File: src/rtl/emif_rst_cal_csr.sv
// DFH-compliant CSR slave plus a per-channel memory reset pulse / calibration-wait sequencer.
// Each channel pulses mem_rst, waits for calibration with a timeout, and records sticky fail/timeout status.
module emif_rst_cal_csr #(
   parameter int          NUM_CH          = 4,
   parameter int unsigned CAL_TIMEOUT     = 1024,
   parameter int          RST_PULSE_CYC   = 16,
   parameter logic [11:0] FEAT_ID         = 12'h009,
   parameter logic [3:0]  MAJOR_VER       = 4'h1,
   parameter logic [3:0]  MINOR_VER       = 4'h0,
   parameter logic [23:0] NEXT_DFH_OFFSET = 24'h00B000,
   parameter logic        END_OF_LIST     = 1'b0
) (
   input  logic              clk,
   input  logic              rst,
   input  logic              csr_wr,
   input  logic              csr_rd,
   input  logic [7:0]        csr_addr,
   input  logic [63:0]       csr_wdata,
   output logic [63:0]       csr_rdata,
   output logic              csr_rvalid,
   input  logic [NUM_CH-1:0] cal_success,
   input  logic [NUM_CH-1:0] cal_fail,
   output logic [NUM_CH-1:0] mem_rst,
   output logic [NUM_CH-1:0] mem_ready
);

   localparam logic [2:0] ST_RESET    = 3'd0;
   localparam logic [2:0] ST_WAIT_CAL = 3'd1;
   localparam logic [2:0] ST_READY    = 3'd2;
   localparam logic [2:0] ST_FAIL     = 3'd3;
   localparam logic [2:0] ST_TIMEOUT  = 3'd4;

   localparam logic [31:0] RST_LAST = 32'(RST_PULSE_CYC - 1);
   localparam logic [31:0] CAL_LAST = 32'(CAL_TIMEOUT - 1);
   localparam logic [63:0] DFH_VAL  = {4'h3, 8'h00, MINOR_VER, 7'h00, END_OF_LIST,
                                       NEXT_DFH_OFFSET, MAJOR_VER, FEAT_ID};
   localparam logic [63:0] CAP_VAL  = {32'(CAL_TIMEOUT), 16'(RST_PULSE_CYC), 8'(NUM_CH),
                                       8'((1 << NUM_CH) - 1)};

   logic [4:0]        reg_sel;
   logic              wr_status;
   logic              wr_ctrl;
   logic              wr_scratch;
   logic [NUM_CH-1:0] restart;
   logic [NUM_CH-1:0] busy;
   logic [NUM_CH-1:0] fail_set;
   logic [NUM_CH-1:0] to_set;
   logic [NUM_CH-1:0] fail_clr;
   logic [NUM_CH-1:0] to_clr;
   logic [NUM_CH-1:0] fail_sticky;
   logic [NUM_CH-1:0] to_sticky;
   logic [63:0]       scratch;
   logic [63:0]       rd_mux;
   logic              unused_addr_lsb;

   // Registers are 64-bit aligned; the byte-offset bits carry no meaning.
   assign reg_sel         = csr_addr[7:3];
   assign unused_addr_lsb = ^csr_addr[2:0];

   assign wr_status  = csr_wr && (reg_sel == 5'd1);
   assign wr_ctrl    = csr_wr && (reg_sel == 5'd3);
   assign wr_scratch = csr_wr && (reg_sel == 5'd4);
   assign restart    = wr_ctrl   ? csr_wdata[NUM_CH-1:0]  : '0;
   assign fail_clr   = wr_status ? csr_wdata[8 +: NUM_CH]  : '0;
   assign to_clr     = wr_status ? csr_wdata[16 +: NUM_CH] : '0;

   for (genvar g = 0; g < NUM_CH; g++) begin : g_ch
      logic [2:0]  state;
      logic [31:0] cnt;

      always_ff @(posedge clk) begin
         if (rst || restart[g]) begin
            state <= ST_RESET;
            cnt   <= '0;
         end else begin
            case (state)
               ST_RESET: begin
                  if (cnt == RST_LAST) begin
                     state <= ST_WAIT_CAL;
                     cnt   <= '0;
                  end else begin
                     cnt <= cnt + 32'd1;
                  end
               end
               ST_WAIT_CAL: begin
                  cnt <= cnt + 32'd1;
                  if (cal_fail[g])            state <= ST_FAIL;
                  else if (cal_success[g])    state <= ST_READY;
                  else if (cnt == CAL_LAST)   state <= ST_TIMEOUT;
               end
               ST_READY: begin
                  if (cal_fail[g] || !cal_success[g]) state <= ST_FAIL;
               end
               default: ;
            endcase
         end
      end

      assign mem_rst[g]   = (state == ST_RESET);
      assign mem_ready[g] = (state == ST_READY);
      assign busy[g]      = (state == ST_RESET) || (state == ST_WAIT_CAL);

      // A restart pre-empts any event the channel would otherwise record this cycle.
      assign fail_set[g] = !restart[g] &&
                           (((state == ST_WAIT_CAL) && cal_fail[g]) ||
                            ((state == ST_READY) && (cal_fail[g] || !cal_success[g])));
      assign to_set[g]   = !restart[g] && (state == ST_WAIT_CAL) && !cal_fail[g] &&
                           !cal_success[g] && (cnt == CAL_LAST);
   end

   // Set events take priority over a same-cycle write-one-to-clear.
   always_ff @(posedge clk) begin
      if (rst) begin
         fail_sticky <= '0;
         to_sticky   <= '0;
         scratch     <= '0;
      end else begin
         fail_sticky <= (fail_sticky & ~fail_clr) | fail_set;
         to_sticky   <= (to_sticky & ~to_clr) | to_set;
         if (wr_scratch) scratch <= csr_wdata;
      end
   end

   always_comb begin
      rd_mux = '0;
      case (reg_sel)
         5'd0: rd_mux = DFH_VAL;
         5'd1: begin
            rd_mux[NUM_CH-1:0]   = mem_ready;
            rd_mux[8 +: NUM_CH]  = fail_sticky;
            rd_mux[16 +: NUM_CH] = to_sticky;
            rd_mux[24 +: NUM_CH] = busy;
         end
         5'd2:    rd_mux = CAP_VAL;
         5'd4:    rd_mux = scratch;
         default: rd_mux = '0;
      endcase
   end

   // Read data is captured from pre-write register values and held until the next read.
   always_ff @(posedge clk) begin
      if (rst) begin
         csr_rvalid <= 1'b0;
         csr_rdata  <= '0;
      end else begin
         csr_rvalid <= csr_rd;
         if (csr_rd) csr_rdata <= rd_mux;
      end
   end

endmodule

File: config.mk
export PLATFORM = sky130hd
export DESIGN_NAME = emif_rst_cal_csr
export DESIGN_NICKNAME = d
export VERILOG_FILES = /design/src/rtl/emif_rst_cal_csr.sv
export SDC_FILE = /design/constraint.sdc
export NUM_CORES = 1
export LEC_CHECK = 0
export ABC_AREA = 1
export BUFFER_PORTS_ARGS = -buffer_cell sky130_fd_sc_hd__buf_2
export CAP_MARGIN = 20
export CELL_PAD_IN_SITES_DETAIL_PLACEMENT = 0
export CELL_PAD_IN_SITES_GLOBAL_PLACEMENT = 1
export CORE_MARGIN = 3
export CORE_UTILIZATION = 42
export DETAILED_ROUTE_END_ITERATION = 7
export PLACE_DENSITY_LB_ADDON = 0.1
export SYNTH_ARGS = -nofsm -noshare
export SYNTH_HDL_FRONTEND = slang
export SYNTH_SLANG_ARGS = --single-unit
File: constraint.sdc
create_clock -name clk -period 2 [get_ports clk]
set_input_delay 0.2 -clock clk [delete_from_list [all_inputs] [get_ports clk]]
set_output_delay 0.2 -clock clk [all_outputs]
set_load 0.02 [all_outputs]
==> impl_summary.log, run 1 <==
INFO  metric run_status = finished, final reports clean
INFO  metric antenna_violations_before_repair = 5
INFO  metric post_dp_cell_area = ~15000 sq um
INFO  metric power.switching = 5.20 mW
INFO  metric share_of_the_synthesized_area_in_compound_gates_ao_oa_aoi_oai = 14.9%
INFO  metric drt_pass1_iterations = 5
INFO  metric setup_total_negative_slack = 0 ns
INFO  metric finalCriticalPeriod = 1.83 ns
INFO  metric finalSetupViolations = 0
INFO  metric power-per-cell-area = 942 nW/um^2
INFO  metric worstSetupStartpointType = flip-flop
INFO  metric num-fill-cells = around 3300
INFO  metric remaining_number_of_nets_flagged_by_the_antenna_check_after_routing = 0
INFO  metric timing.clock.skew = 0.0212 ns
INFO  metric synthFlopType = dfxtp_1
INFO  metric floorplan.core_area = 32600 sq um
INFO  metric initial_utilization = 42.7%
INFO  metric post-cts-setup-buffer-count = 0
INFO  metric drt_drc_violations_left = 0
INFO  metric first_global_vias = 13400
INFO  metric post_synth.cell_area_avg = ~6.5 sq um
INFO  metric drt_iter0_drc = around 990
INFO  metric power.leakage = 7.18 nW
INFO  metric synth_top_family_by_area = simple AND/OR/NAND/NOR gates
INFO  metric cts-buffers-inserted = 34
INFO  metric timing.final.max_slew_violations = 0
INFO  metric highest_achievable_clock_rate = 546 MHz
INFO  metric ys.warnings.count = 0
INFO  metric nets = 2447
INFO  metric routed-via-count = about 14000
INFO  metric synthDominantCellAreaShare = 39.8%
INFO  metric ios = ~160
INFO  metric power.share.sequential = 37.4%
INFO  metric ys_types = 37
INFO  metric net_count_synth = 2243
INFO  metric transition_time_at_the_pin_with_the_least_slew_margin = approximately 0.62 ns
INFO  metric cp_data_arrival_time = 1.63 ns
INFO  metric sequential_fraction_of_the_synthesis_area = 39.8%
INFO  metric placementRows = 66
INFO  metric internal_power = around 11 mW
INFO  metric dp_hpwl = 28600 um
INFO  metric synth.most_common_cell = nand2_1
INFO  metric tritoncts = built
INFO  metric placement.io_buffers = 153
INFO  metric wl = around 41000 um
INFO  metric simple_gate_share_of_the_synthesized_area = approximately a third
INFO  metric synth_mux_area_share = 0%
INFO  metric clock_path_buffers = 3
INFO  metric maxSlewHeadroom = roughly three fifths
INFO  metric drive_gt1_share = 12.5%
INFO  metric yosys.area.top_type = dfxtp_1
INFO  metric critical_path.endpoint_type = output pin
INFO  metric clock_power_share = between 40% and 50%
INFO  metric largest_fanout_on_the_critical_path = 3
INFO  metric post_synth_inst_count = 2155
INFO  metric numClockSinks = 277
INFO  metric power_frac_comb = a little under a quarter
INFO  metric synth_area_leaders = dfxtp_1 40%, nand2_1 17%, nor2_1 8.9%, a21oi_1 7.6%, o21ai_0 5.6%
INFO  metric via_per_inst = about 4.9
INFO  metric die_w = 188 um
INFO  metric synthAdderAreaFrac = 0.359%
INFO  metric die_h = 188 um
INFO  metric area_growth_from_synthesis_to_final_layout = 22.6%
INFO  metric irDropWorstVdd = 710 uV
INFO  metric synthesis.area = 13900 sq um
INFO  metric synth-seq-cells = 277
INFO  metric period_share = 91.7%
INFO  metric synthTopCellsByCount = 622 x nand2_1, 329 x nor2_1, 277 x dfxtp_1, 212 x a21oi_1, 171 x inv_1
INFO  metric required = 1.80 ns
INFO  metric fp.dieArea = 35400 sq um
INFO  metric cts-root-buf = clkbuf_16
INFO  metric maximum_number_of_pins_on_one_net_before_global_route_repair = 107
INFO  metric p_sw_share = 32.3%
INFO  metric clk_transition_reported_paths = 0.06 ns
INFO  metric ys_async_sr_fraction = 0%
INFO  metric maxcap_viol_count = 0
INFO  metric worstHoldPathType = primary input to flip-flop
INFO  metric critical_path_class = flip-flop to output pin
INFO  metric final_design_area_no_fill = 17100 sq um
INFO  metric count_of_flip_flops_with_a_built_in_enable_after_synthesis = 0
INFO  metric grt.total_usage = 22.9%
INFO  metric global_route_wire_length_before_repair = 67800 um
INFO  metric gpl_congestion = 0.899
INFO  metric globalRoute.totalOverflow = 0
INFO  metric htreeDepth = 2
INFO  metric worstSkewPairLatency = 0.51 ns
INFO  metric yosys.area_share.xor_xnor = ~3.7%
INFO  metric wl_per_cell = 14.5 um
INFO  metric grt_setup_unrepaired = true
INFO  metric final_hold_viol_count = 0
layout make-up:
type                            instances  area [sq um]  share of cell area [%]
Multi-Input combinational cell       1614          7390                    43.3
Sequential cell                       277          5550                    32.5
Timing Repair Buffer                  255          1750                    10.2
Clock buffer                           48          1000                    5.88
Inverter                              177           664                    3.89
Tap cell                              442           553                    3.24
Clock inverter                         10           160                   0.938
Antenna cell                            6          15.0                  0.0879
metrics by stage:
stage / hold WS, ns / instances / power [mW] / setup WS [ns] / util [%]
floorplan: 0.328 / 2155 / 8.38 / 0.430 / -
global placement: 0.422 / 2704 / 9.68 / 0.197 / 46.7
detailed placement: 0.429 / 2704 / 9.70 / 0.127 / 46.7
CTS: 0.00479 / 2823 / 16.3 / 0.0930 / 52.2
global route: 0.0197 / 2826 / 17.0 / -0.0000446 / 52.3
finish: 0.0172 / 2829 / 16.1 / 0.167 / 52.4
worst max-delay path, cell delays in order (launching register included):
cell	delay (ns)
dfxtp_1	0.32
or2_2	0.30
nor2_1	0.27
buf_2	0.24
kinds of logic (layout without fill, tap and decap cells):
| kind of cell | Yosys count | in the layout |
|---|---|---|
| other cells | 0 | 6 |
| buf+inv | 264 | 490 |
| fa+ha+maj | 4 | 4 |
| compound gates | 401 | 401 |
| simple gates | 1150 | 1150 |
| xor+xnor | 59 | 59 |
| flops | 277 | 277 |
power by group through the flow:
stage	registers (mW)	clock network [mW]	logic [mW]
after floorplan	6.16	0	2.23
after global placement	6.13	0	3.55
after detailed placement	6.14	0	3.56
after CTS	6.02	6.61	3.67
after global routing	6.06	6.84	4.08
final	6.02	6.43	3.64
metal layers:
metal / track usage [%] / vias up / share of wire (%) / wire (um)
met3: 4.47 / 54 / 5.4 / 2230
li1: - / 7335 / - / -
met5: 0 / - / 0.019 / 8
met2: 37.9 / 285 / 45 / 18400
met4: 6.38 / 2 / 2.2 / 892
met1: 30.5 / 6292 / 47 / 19500
registers in the layout, summed over array words and instances, names as in the netlist:
name         count
csr_rvalid       1
fail_sticky      4
to_sticky        4
g_ch.state      12
scratch         64
csr_rdata       64
g_ch.cnt       128
placed cells by master (no fill, tap or decap), types with 37 or more instances in the layout:
cell type,count
nand2_1,619
nor2_1,325
dfxtp_1,277
a21oi_1,212
inv_1,171
o21ai_0,155
buf_2,152
nand3_1,93
dlygate4sd3_1,61
buf_4,37
worst paths after layout:
| path | from | endpoint | slack (ns) | depth (start not counted) |
|---|---|---|---|---|
| hold / removal | csr_wdata[0] | scratch[0] | 0.02 | 3 |
| setup / recovery | g_ch[0].state[0] | mem_rst[0] | 0.17 | 3 |
| setup reg to reg | g_ch[1].cnt[0] | g_ch[1].state[1] | 0.20 | 11 |
| hold reg to reg | scratch[63] | csr_rdata[63] | 0.44 | 2 |
repair_timing:
action                     in CTS  in global routing
hold endpoints to repair       61                  0
gates resized for setup         0                 12
setup endpoints to repair       0                 29
hold buffers                   61                  0
No activity file was read; power rests on OpenSTA's default activity.
==> run 2: changes to the inputs <==
--- a/config.mk
+++ b/config.mk
@@ -9,3 +9,2 @@
 export BUFFER_PORTS_ARGS = -buffer_cell sky130_fd_sc_hd__buf_2
-export CAP_MARGIN = 20
 export CELL_PAD_IN_SITES_DETAIL_PLACEMENT = 0
==> constraint.sdc (replaced) <==
create_clock -name clk -period 2 [get_ports clk]
set_input_delay 0.3 -clock clk [delete_from_list [all_inputs] [get_ports clk]]
set_output_delay 0.3 -clock clk [all_outputs]
set_load 0.02 [all_outputs]
==> run 2 against run 1 <==
Hold slack got worse by 0.0017 ns. Combinational power shrank 2%. Critical path type unchanged. Sequential power about the same. Clock skew decreased by 0.0034 ns. Setup slack got worse by 0.12 ns.
==> impl_summary.log, run 2 (synthesis results as in run 1) <==
INFO  metric run_status = finished, final reports clean (unchanged)
INFO  metric power.leakage = 7.02 nW (was 7.18 nW)
INFO  metric critical_path_class = flip-flop to output pin (unchanged)
INFO  metric worstSkewPairLatency = 0.51 ns (about the same)
INFO  metric first_global_vias = 13100 (was 13400)
INFO  metric critical_path.max_stage_delay = 0.35 ns (was 0.32 ns)
INFO  metric placementRows = 66 (unchanged)
INFO  metric floorplan.core_area = 32600 sq um (unchanged)
INFO  metric timing.final.ws_setup = 0.0441 ns (was 0.167 ns)
INFO  metric timing.clock.skew = 0.0178 ns (was 0.0212 ns)
INFO  metric clk_transition_reported_paths = 0.06 ns (about the same)
INFO  metric global_route_wire_length_before_repair = 66700 um (was 67800 um)
INFO  metric remaining_number_of_nets_flagged_by_the_antenna_check_after_routing = 0 (unchanged)
INFO  metric worstSetupStartpointType = flip-flop (unchanged)
INFO  metric maximum_number_of_pins_on_one_net_before_global_route_repair = 110 (was 107)
INFO  metric most_common_cell_after_layout_fill_and_taps_aside = nand2_1 (unchanged)
INFO  metric wl_per_cell = 14.6 um (was 14.5 um)
INFO  metric timing.critical_path.slowest_stage_cell = dfxtp_1 (unchanged)
INFO  metric final_hold_viol_count = 0 (unchanged)
INFO  metric gpl_congestion = 0.892 (was 0.899)
INFO  metric clock_path_buffers = 3 (unchanged)
INFO  metric worst-r2r-cell-count = 9 (was 11)
INFO  metric tritoncts = built (unchanged)
INFO  metric power.switching = 5.26 mW (was 5.20 mW)
INFO  metric hold_path.startpoint = csr_wdata[29] (was csr_wdata[0])
INFO  metric routed-via-count = 13900 (was 14000)
INFO  metric dp_hpwl = 28800 um (was 28600 um)
INFO  metric globalRoute.totalOverflow = 0 (unchanged)
INFO  metric sequential_cell_area = 5550 sq um (unchanged)
INFO  metric critical_path.endpoint_type = output pin (unchanged)
INFO  metric largest_reg_flops = 128 (unchanged)
INFO  metric max_flop_register = g_ch.cnt (unchanged)
INFO  metric cts-buffers-inserted = 35 (was 34)
INFO  metric final_cell_mix = 619 x nand2_1, 328 x nor2_1, 277 x dfxtp_1, 212 x a21oi_1, 171 x inv_1 (was 619 x nand2_1, 325 x nor2_1, 277 x dfxtp_1, 212 x a21oi_1, 171 x inv_1)
INFO  metric largestRegisters = g_ch.cnt x128, csr_rdata x64, scratch x64 (unchanged)
INFO  metric power.share.sequential = 37.0% (was 37.4%)
INFO  metric cp_data_arrival_time = 1.66 ns (was 1.63 ns)
INFO  metric final.hold.worst_slack = 0.0155 ns (was 0.0172 ns)
INFO  metric highest_achievable_clock_rate = 511 MHz (was 546 MHz)
INFO  metric worstHoldPathType = primary input to flip-flop (unchanged)
INFO  metric fp.dieArea = 35400 sq um (unchanged)
INFO  metric r2r-start = g_ch[1].cnt[0] (unchanged)
INFO  metric worstPathCellList = or2_2 > nor2_1 > buf_2 (unchanged)
INFO  metric via_per_inst = 5.00 (was 4.94)
INFO  metric post-cts-setup-buffer-count = 0 (unchanged)
INFO  metric placed_cells_incl_taps = 2709 (was 2704)
INFO  metric htreeDepth = 2 (unchanged)
INFO  metric critical_path.reg2reg.endpoint = g_ch[1].cnt[20] (was g_ch[1].state[1])
INFO  metric die_w = 188 um (unchanged)
INFO  metric drive_gt1_share = 13.0% (was 12.5%)
INFO  metric wl = 40600 um (was 41000 um)
INFO  metric irDropWorstVdd = 616 uV (was 710 uV)
INFO  metric worst_hold_path.endpoint = scratch[29] (was scratch[0])
INFO  metric finalCriticalPeriod = 1.96 ns (was 1.83 ns)
INFO  metric num-fill-cells = 3335 (was 3320)
INFO  metric critical_path.top_delay_family = simple AND/OR/NAND/NOR gates (unchanged)
INFO  metric clock_power_share = 41.0% (was 40.0%)
INFO  metric largest_fanout_on_the_critical_path = 5 (was 3)
INFO  metric required = 1.70 ns (was 1.80 ns)
INFO  metric critPathBufInv = 1 (unchanged)
INFO  metric hold_depth = 3 (unchanged)
INFO  metric placement_setup_slack = 0.0855 ns (was 0.127 ns)
INFO  metric final_cells = 2780 (was 2829)
INFO  metric power-per-cell-area = 980 nW/um^2 (was 942 nW/um^2)
INFO  metric antenna_violations_before_repair = 4 (was 5)
INFO  metric timing.final.max_slew_violations = 0 (unchanged)
INFO  metric placement.io_buffers = 153 (unchanged)
INFO  metric numClockSinks = 277 (unchanged)
INFO  metric ff2ff_setup_slack = 0.19 ns (was 0.20 ns)
INFO  metric grt.total_usage = 22.6% (was 22.9%)
INFO  metric drt_drc_violations_left = 0 (unchanged)
INFO  metric nets = 2400 (was 2447)
INFO  metric total_power = 16.3 mW (was 16.1 mW)
INFO  metric p_sw_share = 32.2% (was 32.3%)
INFO  metric internal_power = 11.0 mW (was 10.9 mW)
INFO  metric die_h = 188 um (unchanged)
INFO  metric maxcap_viol_count = 0 (unchanged)
INFO  metric final_core_utilization = 51.0% (was 52.4%)
INFO  metric cts-root-buf = clkbuf_16 (unchanged)
INFO  metric area_growth_from_synthesis_to_final_layout = 19.4% (was 22.6%)
INFO  metric transition_time_at_the_pin_with_the_least_slew_margin = 0.490 ns (was 0.622 ns)
INFO  metric initial_utilization = 42.7% (unchanged)
INFO  metric power_frac_comb = 22.0% (was 22.6%)
INFO  metric ios = 157 (unchanged)
INFO  metric period_share = 97.8% (was 91.7%)
INFO  metric drt_iter0_drc = 849 (was 987)
INFO  metric maxSlewHeadroom = 67.3% (was 58.3%)
INFO  metric finalSetupViolations = 0 (unchanged)
INFO  metric drt_pass1_iterations = 5 (unchanged)
INFO  metric multi_input_comb_area = 7370 sq um (was 7390 sq um)
-- run 2: layout make-up --
| type | instances | area share [%] |
|---|---|---|
| Tap cell | 442 | 3.32 |
| Timing Repair Buffer | 207 | 7.63 |
| Clock buffer | 45 | 5.86 |
| Clock inverter | 16 | 1.50 |
| Inverter | 177 | 3.99 |
| Multi-Input combinational cell | 1614 | 44.3 |
| Sequential cell | 277 | 33.3 |
| Antenna cell | 2 | 0.0301 |
-- run 2: worst max path at each step --
stage	from	endpoint	slack (ns)	depth (start not counted)
finish	g_ch[0].state[2]	mem_rst[0]	0.04	3
global route	g_ch[1].cnt[0]	g_ch[1].cnt[20]	-0.02	9
CTS	g_ch[0].state[2]	mem_rst[0]	0.05	3
detailed placement	csr_addr[4]	scratch[23]	0.09	10
global placement	g_ch[1].cnt[0]	g_ch[1].state[0]	0.16	11
floorplan	g_ch[3].cnt[0]	g_ch[3].cnt[16]	0.43	9
-- run 2: power by group through the flow --
| stage | Combinational [mW] | Clock, mW | Sequential, mW |
|---|---|---|---|
| floorplan | 2.23 | 0 | 6.16 |
| global placement | 3.56 | 0 | 6.13 |
| detailed placement | 3.58 | 0 | 6.14 |
| CTS | 3.61 | 6.88 | 6.02 |
| global route | 4.02 | 7.10 | 6.06 |
| finish | 3.58 | 6.69 | 6.03 |
-- run 2: routing by layer --
metal	routed length, um	global-route usage [%]	part of all wire, %
met1	19400	30.5	48
met2	18200	37.3	45
met3	2200	4.24	5.4
met4	762	5.86	1.9
met5	27	0	0.066
-- run 2: repair_timing --
action	in CTS	in global routing
hold endpoints to repair	8	0
setup endpoints to repair	0	14
gates resized for setup	0	9
hold buffers	8	0
-- run 2: stage by stage --
step           cell area (sq um)  TNS, ns
5_1_grt                    16600  -0.0161
6_report                   16600        0
2_1_floorplan              13900        0
4_1_cts                    16600        0
3_3_place_gp               15300        0
3_5_place_dp               15300        0
-- run 2: worst min-delay path, stage by stage --
cell    delay [ns]
buf_2         0.08
nor2_1        0.04
nor2_1        0.08
